**config.mk**
```make
export PLATFORM = sky130hd
export DESIGN_NAME = expr24_eval_engine
export DESIGN_NICKNAME = d
export VERILOG_FILES = /design/src/rtl/expr24_eval_engine.sv
export SDC_FILE = /design/constraint.sdc
export NUM_CORES = 1
export LEC_CHECK = 0
export CORE_UTILIZATION = 61
export CTS_CLUSTER_DIAMETER = 50
export DETAILED_ROUTE_END_ITERATION = 8
export PLACE_DENSITY_LB_ADDON = 0.08
export SYNTH_ARGS = -nofsm -noshare
export SYNTH_HDL_FRONTEND = slang
export SYNTH_SLANG_ARGS = --single-unit
```
**constraint.sdc**
```tcl
create_clock -name clock -period 7 [get_ports clock]
set_input_delay 1.4 -clock clock [delete_from_list [all_inputs] [get_ports clock]]
set_output_delay 1.4 -clock clock [all_outputs]
set_load 0.01 [all_outputs]
```
**src/rtl/expr24_eval_engine.sv**
```systemverilog
// expr24_eval_engine: 24-points evaluator with alternating card/operator entry and an iterative exact divider.
// Define EXPR24_UNDO_EN to add the undo snapshot stack.
module expr24_eval_engine #(
    parameter int N_CARDS = 4,
    parameter int VAL_W   = 4,
    parameter int ACC_W   = 16,
    parameter int TARGET  = 24
) (
    input  logic                     clock,
    input  logic                     reset,
    input  logic [N_CARDS*VAL_W-1:0] card_val,
    input  logic [N_CARDS-1:0]       key,
    input  logic                     op_plus,
    input  logic                     op_minus,
    input  logic                     op_mult,
    input  logic                     op_div,
    input  logic                     clear,
    input  logic                     undo,
    output logic signed [ACC_W-1:0]  acc,
    output logic [N_CARDS-1:0]       used,
    output logic                     busy,
    output logic                     reject,
    output logic                     done,
    output logic                     win,
    output logic                     err,
    output logic [1:0]               err_code
);
    typedef enum logic [2:0] {FIRST, WAIT_OP, WAIT_OPND, DIV, DONE, ERROR} state_t;
    localparam logic [1:0] OP_SUB = 2'd1, OP_MUL = 2'd2, OP_DIV = 2'd3;
    localparam int CNT_W = $clog2(ACC_W);

    state_t state, state_nx;
    logic [1:0] op, op_code, pop_op;
    logic [3:0] ops;
    logic [VAL_W-1:0] cv, dvs, rem, rem_nx;
    logic [VAL_W:0] r_sh, r_sub;
    logic [N_CARDS-1:0] used_add, pop_used;
    logic key_ok, op_ok, any_in, act, take_key, take_op, rej_nx;
    logic undo_cancel, undo_pop, undo_rej, pop_last;
    logic signed [ACC_W-1:0] pop_acc, alu_res, div_res;
    logic [ACC_W:0] opnd, sum;
    logic [2*ACC_W-1:0] acc_x, prod;
    logic alu_ovf, div_ovf, div_last, q_bit, neg;
    logic [ACC_W-1:0] mag, dvd, quo, q_fin;
    logic [CNT_W-1:0] cnt;

    assign ops      = {op_div, op_mult, op_minus, op_plus};
    assign op_code  = {op_div | op_mult, op_div | op_minus};
    assign any_in   = key != '0 || ops != 4'd0;
    assign key_ok   = key != '0 && (key & (key - 1'b1)) == '0 && (key & used) == '0 && ops == 4'd0;
    assign op_ok    = ops != 4'd0 && (ops & (ops - 4'd1)) == 4'd0 && key == '0;
    assign act      = !(undo_cancel || undo_pop || undo_rej);
    assign take_key = key_ok && act;
    assign take_op  = op_ok && act;
    assign used_add = used | key;

    always_comb begin
        cv = '0;
        for (int i = 0; i < N_CARDS; i++) cv = key[i] ? card_val[i*VAL_W +: VAL_W] : cv;
    end

    // one extra bit catches add/sub overflow; the full double-width product catches mult overflow
    assign opnd    = {{(ACC_W+1-VAL_W){1'b0}}, cv};
    assign sum     = op == OP_SUB ? {acc[ACC_W-1], acc} - opnd : {acc[ACC_W-1], acc} + opnd;
    assign acc_x   = {{ACC_W{acc[ACC_W-1]}}, acc};
    assign prod    = acc_x * {{(2*ACC_W-VAL_W){1'b0}}, cv};
    assign alu_res = op == OP_MUL ? prod[ACC_W-1:0] : sum[ACC_W-1:0];
    assign alu_ovf = op == OP_MUL ? (prod[2*ACC_W-1:ACC_W-1] != '0 && prod[2*ACC_W-1:ACC_W-1] != '1)
                                  : sum[ACC_W] != sum[ACC_W-1];

    // restoring divide on the magnitude, one quotient bit per cycle
    assign mag      = acc[ACC_W-1] ? -acc : acc;
    assign r_sh     = {rem, dvd[ACC_W-1]};
    assign r_sub    = r_sh - {1'b0, dvs};
    assign q_bit    = r_sh >= {1'b0, dvs};
    assign rem_nx   = q_bit ? r_sub[VAL_W-1:0] : r_sh[VAL_W-1:0];
    assign q_fin    = {quo[ACC_W-2:0], q_bit};
    assign div_res  = neg ? -q_fin : q_fin;
    assign div_ovf  = q_fin[ACC_W-1] && !(neg && q_fin[ACC_W-2:0] == '0);
    assign div_last = cnt == CNT_W'(ACC_W - 1);

    assign rej_nx = !clear && (undo_rej || (act && any_in &&
                    ((state == FIRST || state == WAIT_OPND) ? !key_ok :
                     state == WAIT_OP ? !op_ok : state != DIV)));

`ifdef EXPR24_UNDO_EN
    localparam int SP_W = $clog2(N_CARDS + 1);
    localparam int IX_W = N_CARDS > 1 ? $clog2(N_CARDS) : 1;
    logic [SP_W-1:0] sp;
    logic [IX_W-1:0] top;
    logic push;
    logic signed [ACC_W-1:0] stk_acc [N_CARDS];
    logic [N_CARDS-1:0] stk_used [N_CARDS];
    logic [1:0] stk_op [N_CARDS];

    assign push        = take_key && (state == FIRST || state == WAIT_OPND);
    assign top         = IX_W'(sp - 1'b1);
    assign undo_cancel = undo && state == WAIT_OPND;
    assign undo_pop    = undo && sp != '0 && (state == WAIT_OP || state == DONE || state == ERROR);
    assign undo_rej    = undo && state != DIV && !undo_cancel && !undo_pop;
    assign pop_acc     = stk_acc[top];
    assign pop_used    = stk_used[top];
    assign pop_op      = stk_op[top];
    assign pop_last    = sp == SP_W'(1);

    always_ff @(posedge clock or negedge reset) begin
        if (!reset) sp <= '0;
        else if (clear) sp <= '0;
        else if (push) sp <= sp + 1'b1;
        else if (undo_pop) sp <= sp - 1'b1;
    end

    // snapshot taken before the operand is applied, with the operator that was pending
    always_ff @(posedge clock) begin
        if (push && !clear) begin
            stk_acc[IX_W'(sp)]  <= acc;
            stk_used[IX_W'(sp)] <= used;
            stk_op[IX_W'(sp)]   <= op;
        end
    end
`else
    logic unused_undo;
    assign unused_undo = undo;
    assign undo_cancel = 1'b0;
    assign undo_pop    = 1'b0;
    assign undo_rej    = 1'b0;
    assign pop_acc     = '0;
    assign pop_used    = '0;
    assign pop_op      = '0;
    assign pop_last    = 1'b0;
`endif

    always_ff @(posedge clock or negedge reset) begin
        if (!reset) state <= FIRST;
        else state <= state_nx;
    end

    always_comb begin
        state_nx = state;
        case (state)
            FIRST:     state_nx = !take_key ? FIRST : used_add == '1 ? DONE : WAIT_OP;
            WAIT_OP:   state_nx = take_op ? WAIT_OPND : WAIT_OP;
            WAIT_OPND: state_nx = !take_key ? WAIT_OPND :
                                  op == OP_DIV ? (cv == '0 ? ERROR : DIV) :
                                  alu_ovf ? ERROR : used_add == '1 ? DONE : WAIT_OP;
            DIV:       state_nx = !div_last ? DIV : (rem_nx != '0 || div_ovf) ? ERROR :
                                  used == '1 ? DONE : WAIT_OP;
            DONE:      state_nx = DONE;
            ERROR:     state_nx = ERROR;
            default:   state_nx = FIRST;
        endcase
        if (undo_cancel) state_nx = WAIT_OP;
        if (undo_pop) state_nx = pop_last ? FIRST : WAIT_OPND;
        if (clear) state_nx = FIRST;
    end

    always_comb begin
        busy = state == DIV;
        done = state == DONE;
        err  = state == ERROR;
        win  = done && acc == ACC_W'(TARGET);
    end

    always_ff @(posedge clock or negedge reset) begin
        if (!reset) begin
            acc      <= '0;
            used     <= '0;
            reject   <= 1'b0;
            err_code <= 2'd0;
            op       <= 2'd0;
            dvd      <= '0;
            rem      <= '0;
            quo      <= '0;
            dvs      <= '0;
            neg      <= 1'b0;
            cnt      <= '0;
        end else if (clear) begin
            acc      <= '0;
            used     <= '0;
            reject   <= 1'b0;
            err_code <= 2'd0;
        end else begin
            reject <= rej_nx;
            if (state == FIRST && take_key) begin
                acc  <= ACC_W'(cv);
                used <= used_add;
            end
            if (state == WAIT_OP && take_op) op <= op_code;
            if (state == WAIT_OPND && take_key) begin
                used <= used_add;
                if (op == OP_DIV) begin
                    if (cv == '0) err_code <= 2'd1;
                    dvd <= mag;
                    rem <= '0;
                    quo <= '0;
                    dvs <= cv;
                    neg <= acc[ACC_W-1];
                    cnt <= '0;
                end else if (alu_ovf) err_code <= 2'd3;
                else acc <= alu_res;
            end
            if (state == DIV) begin
                dvd <= dvd << 1;
                rem <= rem_nx;
                quo <= q_fin;
                cnt <= cnt + 1'b1;
                if (div_last) begin
                    if (rem_nx != '0) err_code <= 2'd2;
                    else if (div_ovf) err_code <= 2'd3;
                    else acc <= div_res;
                end
            end
            if (undo_pop) begin
                acc      <= pop_acc;
                used     <= pop_used;
                op       <= pop_op;
                err_code <= 2'd0;
            end
        end
    end
endmodule
```
==> impl_metrics.py <==
metrics = {
    "status": {
        "status": "finished clean",
    },
    "logic_synthesis": {
        "synth_cell_type_count": 83,
        "syn_nets": 1139,
        "synth_edf_count": 0,
        "syn_area_per_cell_um2": 8.01,
        "async_flop_share": 1.00,
        "syn_area_um2": 8090,
        "synthTopCellsByArea": "dfrtp_1 22%, ha_1 10%, fa_1 8.7%",
        "syn_inst": 1010,
        "yosysSeqAreaShare": 0.223,
        "yosys_most_used_dff": "dfrtp_1",
        "synth_top_area_share": 0.223,
        "yosysTopAreaCell": "dfrtp_1",
        "ys_warn_count": 0,
        "ys_seq_elements": 72,
    },
    "critical_path": {
        "slowest_stage": "fa_1",
        "cp_cell_sequence": "clkdlybuf4s50_1 > nand2_1 > o211a_1 > nor2_4 > buf_2 > and2_1 > ha_1 > fa_1 > inv_1 > fa_1 > inv_1 > ha_1 > nand4_1 > nor2_1 > o21ai_1 > or3b_4 > a311oi_2 > xor2_1 > or4_4 > a31oi_4 > buf_12 > buf_4 > mux2i_1 > o2bb2ai_1",
        "crit_fanout": 20,
        "cp.arrival_ns": 7.04,
        "critPathRequiredTime_ns": 7.28,
        "critPathKind": "in2reg",
        "endpoint_kind": "flop",
        "timing.critical_path.from_type": "input pin",
        "slowest_delay_ns": 0.57,
    },
    "pwr": {
        "power_density_nw_per_um2": 110,
        "p_leak_nw": 4.64,
        "p_seq_frac": 0.394,
        "ir_worst_vdd_uv": 142,
        "swShare": 0.258,
        "power_switching_w": 0.000277,
        "intPower_w": 0.000797,
        "pwr-share-clk": 0.464,
        "comb_power_share": 0.141,
    },
    "global_route": {
        "grt_pass1_wl_mm": 35.3,
        "overflow": 0,
        "grt_pass1_vias": 7324,
        "grt.total_usage": 0.339,
        "antenna_found_initial": 0,
        "grt_max_degree": 73,
    },
    "routing": {
        "drt_iter0_drc": 604,
        "drt_wl_total_mm": 22.1,
        "firstDrtPassIters": 5,
        "drcViolationCount": 0,
        "wl_per_cell_um": 17.1,
        "ant_nets": 0,
        "vias": 7661,
        "viasPerCell": 5.94,
    },
    "timing": {
        "finalSetupViolations": 0,
        "worst_clock_skew_ns": 0.00968,
        "tns_ns": 0,
        "finalHoldViolCount": 0,
        "relSlewSlack": 0.342,
        "fmax_ghz": 0.148,
        "finalCritPeriodShare": 0.966,
        "holdWs_ns": 0.480,
        "drv_slew": 0,
        "worst_slack_ns": 0.239,
        "finalCriticalPeriod_ns": 6.76,
        "max_slew.worst_pin.slew_ns": 0.987,
    },
    "run": {
        "cap_violations": 0,
    },
    "floorplanning": {
        "die_y_um": 117,
        "initial_utilization": 0.633,
        "core_area_um2": 12800,
        "num_rows": 41,
        "die_area_um2": 13700,
        "io_pins": 55,
        "die_w_um": 117,
    },
    "clock_tree": {
        "htreeDepth": 3,
        "cts_hold_buf": 0,
        "cts.clk_slew.worst_paths_ns": 0.06,
        "clk_path_buf_depth": 2,
        "cts_inserted_buffers": 9,
        "clk_latency_ns": 0.36,
        "cts_num_sinks": 72,
        "clock-root-buffer": "clkbuf_16",
        "cts_tree": "done",
        "postCtsSetupBuffers": 0,
    },
    "place": {
        "place.port_buffers": 53,
        "place_hpwl_mm": 16.5,
        "gp_congestion": 0.904,
        "post-place-ws_ns": -0.373,
    },
    "layout": {
        "diodes": 0,
        "area_growth_pct": 20.2,
        "drive_above_1_share": 0.139,
        "post-route-util": 0.761,
        "nets": 1242,
    },
    "min_path": {
        "hp-class": "reg2reg",
    },
}
worst paths after layout:
path / end / slack (ns) / from / cells after the start
worst max-delay path: acc[4] / 0.24 / key[0] / 24
worst min-delay path: dvd[6] / 0.48 / dvd[6] / 2
worst max register to register: acc[4] / 1.66 / acc[8] / 19
worst min register to register: dvd[6] / 0.48 / dvd[6] / 2
max in group asynchronous: quo[6] / 5.15 / reset / 1
min in group asynchronous: acc[11] / 1.16 / reset / 1
placed cells by master (no fill, tap or decap), types with 4 or more instances in the layout:
| cell | count |
|---|---|
| ha_1 | 64 |
| fa_1 | 35 |
| nand2_1 | 135 |
| xnor2_1 | 26 |
| o41ai_1 | 6 |
| o22ai_1 | 9 |
| o21a_1 | 8 |
| nor4_1 | 7 |
| inv_1 | 79 |
| nand3b_1 | 6 |
| nor2b_1 | 11 |
| clkdlybuf4s50_1 | 50 |
| or2_2 | 7 |
| a21o_1 | 8 |
| clkbuf_16 | 9 |
| o21ai_0 | 68 |
| nand2b_1 | 11 |
| nor2_1 | 84 |
| nand4_1 | 12 |
| o31a_1 | 4 |
| a31oi_1 | 8 |
| nor3_1 | 15 |
| mux2i_1 | 7 |
| and2_1 | 44 |
| xor2_1 | 34 |
| a21oi_1 | 65 |
| dfrtp_1 | 72 |
| or4_1 | 7 |
| buf_4 | 89 |
| o211ai_1 | 10 |
| nand3_1 | 7 |
| and3_1 | 4 |
| o31ai_1 | 10 |
| a211oi_1 | 8 |
per-layer routing:
layer | vias to the layer above | GRT usage | wire length (µm)
li1 | 3722 | - | -
met4 | 0 | 0.120 | 443
met5 | - | 0 | 0
met3 | 40 | 0.0736 | 1350
met2 | 233 | 0.565 | 10500
met1 | 3666 | 0.435 | 9760
kinds of logic after synthesis:
logic type,count (synthesis),synth area share
AND/OR/NAND/NOR,374,0.229
AO/OA/AOI/OAI,260,0.216
buffers and inverters,133,0.0657
adder cells (fa/ha/maj),101,0.189
flip-flops,72,0.223
XOR/XNOR,61,0.0670
multiplexers,9,0.0114
registers in the layout, indices dropped and copies added (netlist names), 3 cells and up:
| register | count |
|---|---|
| acc | 16 |
| cnt | 4 |
| dvd | 16 |
| dvs | 4 |
| quo | 15 |
| rem | 4 |
| state | 3 |
| used | 4 |
power groups by stage:
stage | registers, W | logic (W) | clock network [W]
2_1_floorplan | 0.000429 | 0.0000802 | 0
3_3_place_gp | 0.000431 | 0.000142 | 0
3_5_place_dp | 0.000431 | 0.000145 | 0
4_1_cts | 0.000423 | 0.000147 | 0.000502
5_1_grt | 0.000423 | 0.000166 | 0.000516
6_report | 0.000423 | 0.000152 | 0.000498
layout make-up:
cell class | count | area (µm²)
Clock inverter | 5 | 82.6
Inverter | 81 | 304
Tap cell | 172 | 215
Clock buffer | 10 | 229
Multi-Input combinational cell | 805 | 5850
Fill cell | 970 | 3050
Timing Repair Buffer | 144 | 1240
Sequential cell | 72 | 1800
cells in the mapped netlist, types with 12 or more instances:
cell / count
ha_1: 66
dfrtp_1: 72
nor3_1: 15
nand2_1: 135
nor2_1: 86
inv_1: 80
fa_1: 35
o21ai_0: 68
nand2b_1: 12
clkbuf_1: 41
xor2_1: 34
nand4_1: 12
and2_1: 44
a21oi_1: 68
xnor2_1: 26
critical path, delay by kind of cell:
| family | cells | cell delay, ns |
|---|---|---|
| compound gates | 5 | 0.95 |
| simple gates | 7 | 1.52 |
| fa+ha+maj | 4 | 1.68 |
| xor+xnor | 1 | 0.14 |
| mux | 1 | 0.19 |
| buf+inv | 6 | 1.13 |
what timing repair did:
item                                    4_1_cts  5_1_grt
pin swaps                                     0        8
cloned                                        0        1
resized for setup                             3       19
endpoints found under the setup margin        4       19
stage by stage:
stage	cell area, µm²	std cells	total power, W
2_1_floorplan	8090	1010	0.000510
3_3_place_gp	9300	1273	0.000572
3_5_place_dp	9300	1273	0.000575
4_1_cts	9630	1288	0.00107
5_1_grt	9720	1289	0.00111
6_report	9720	1289	0.00107
(Power assumes the default switching activity.)
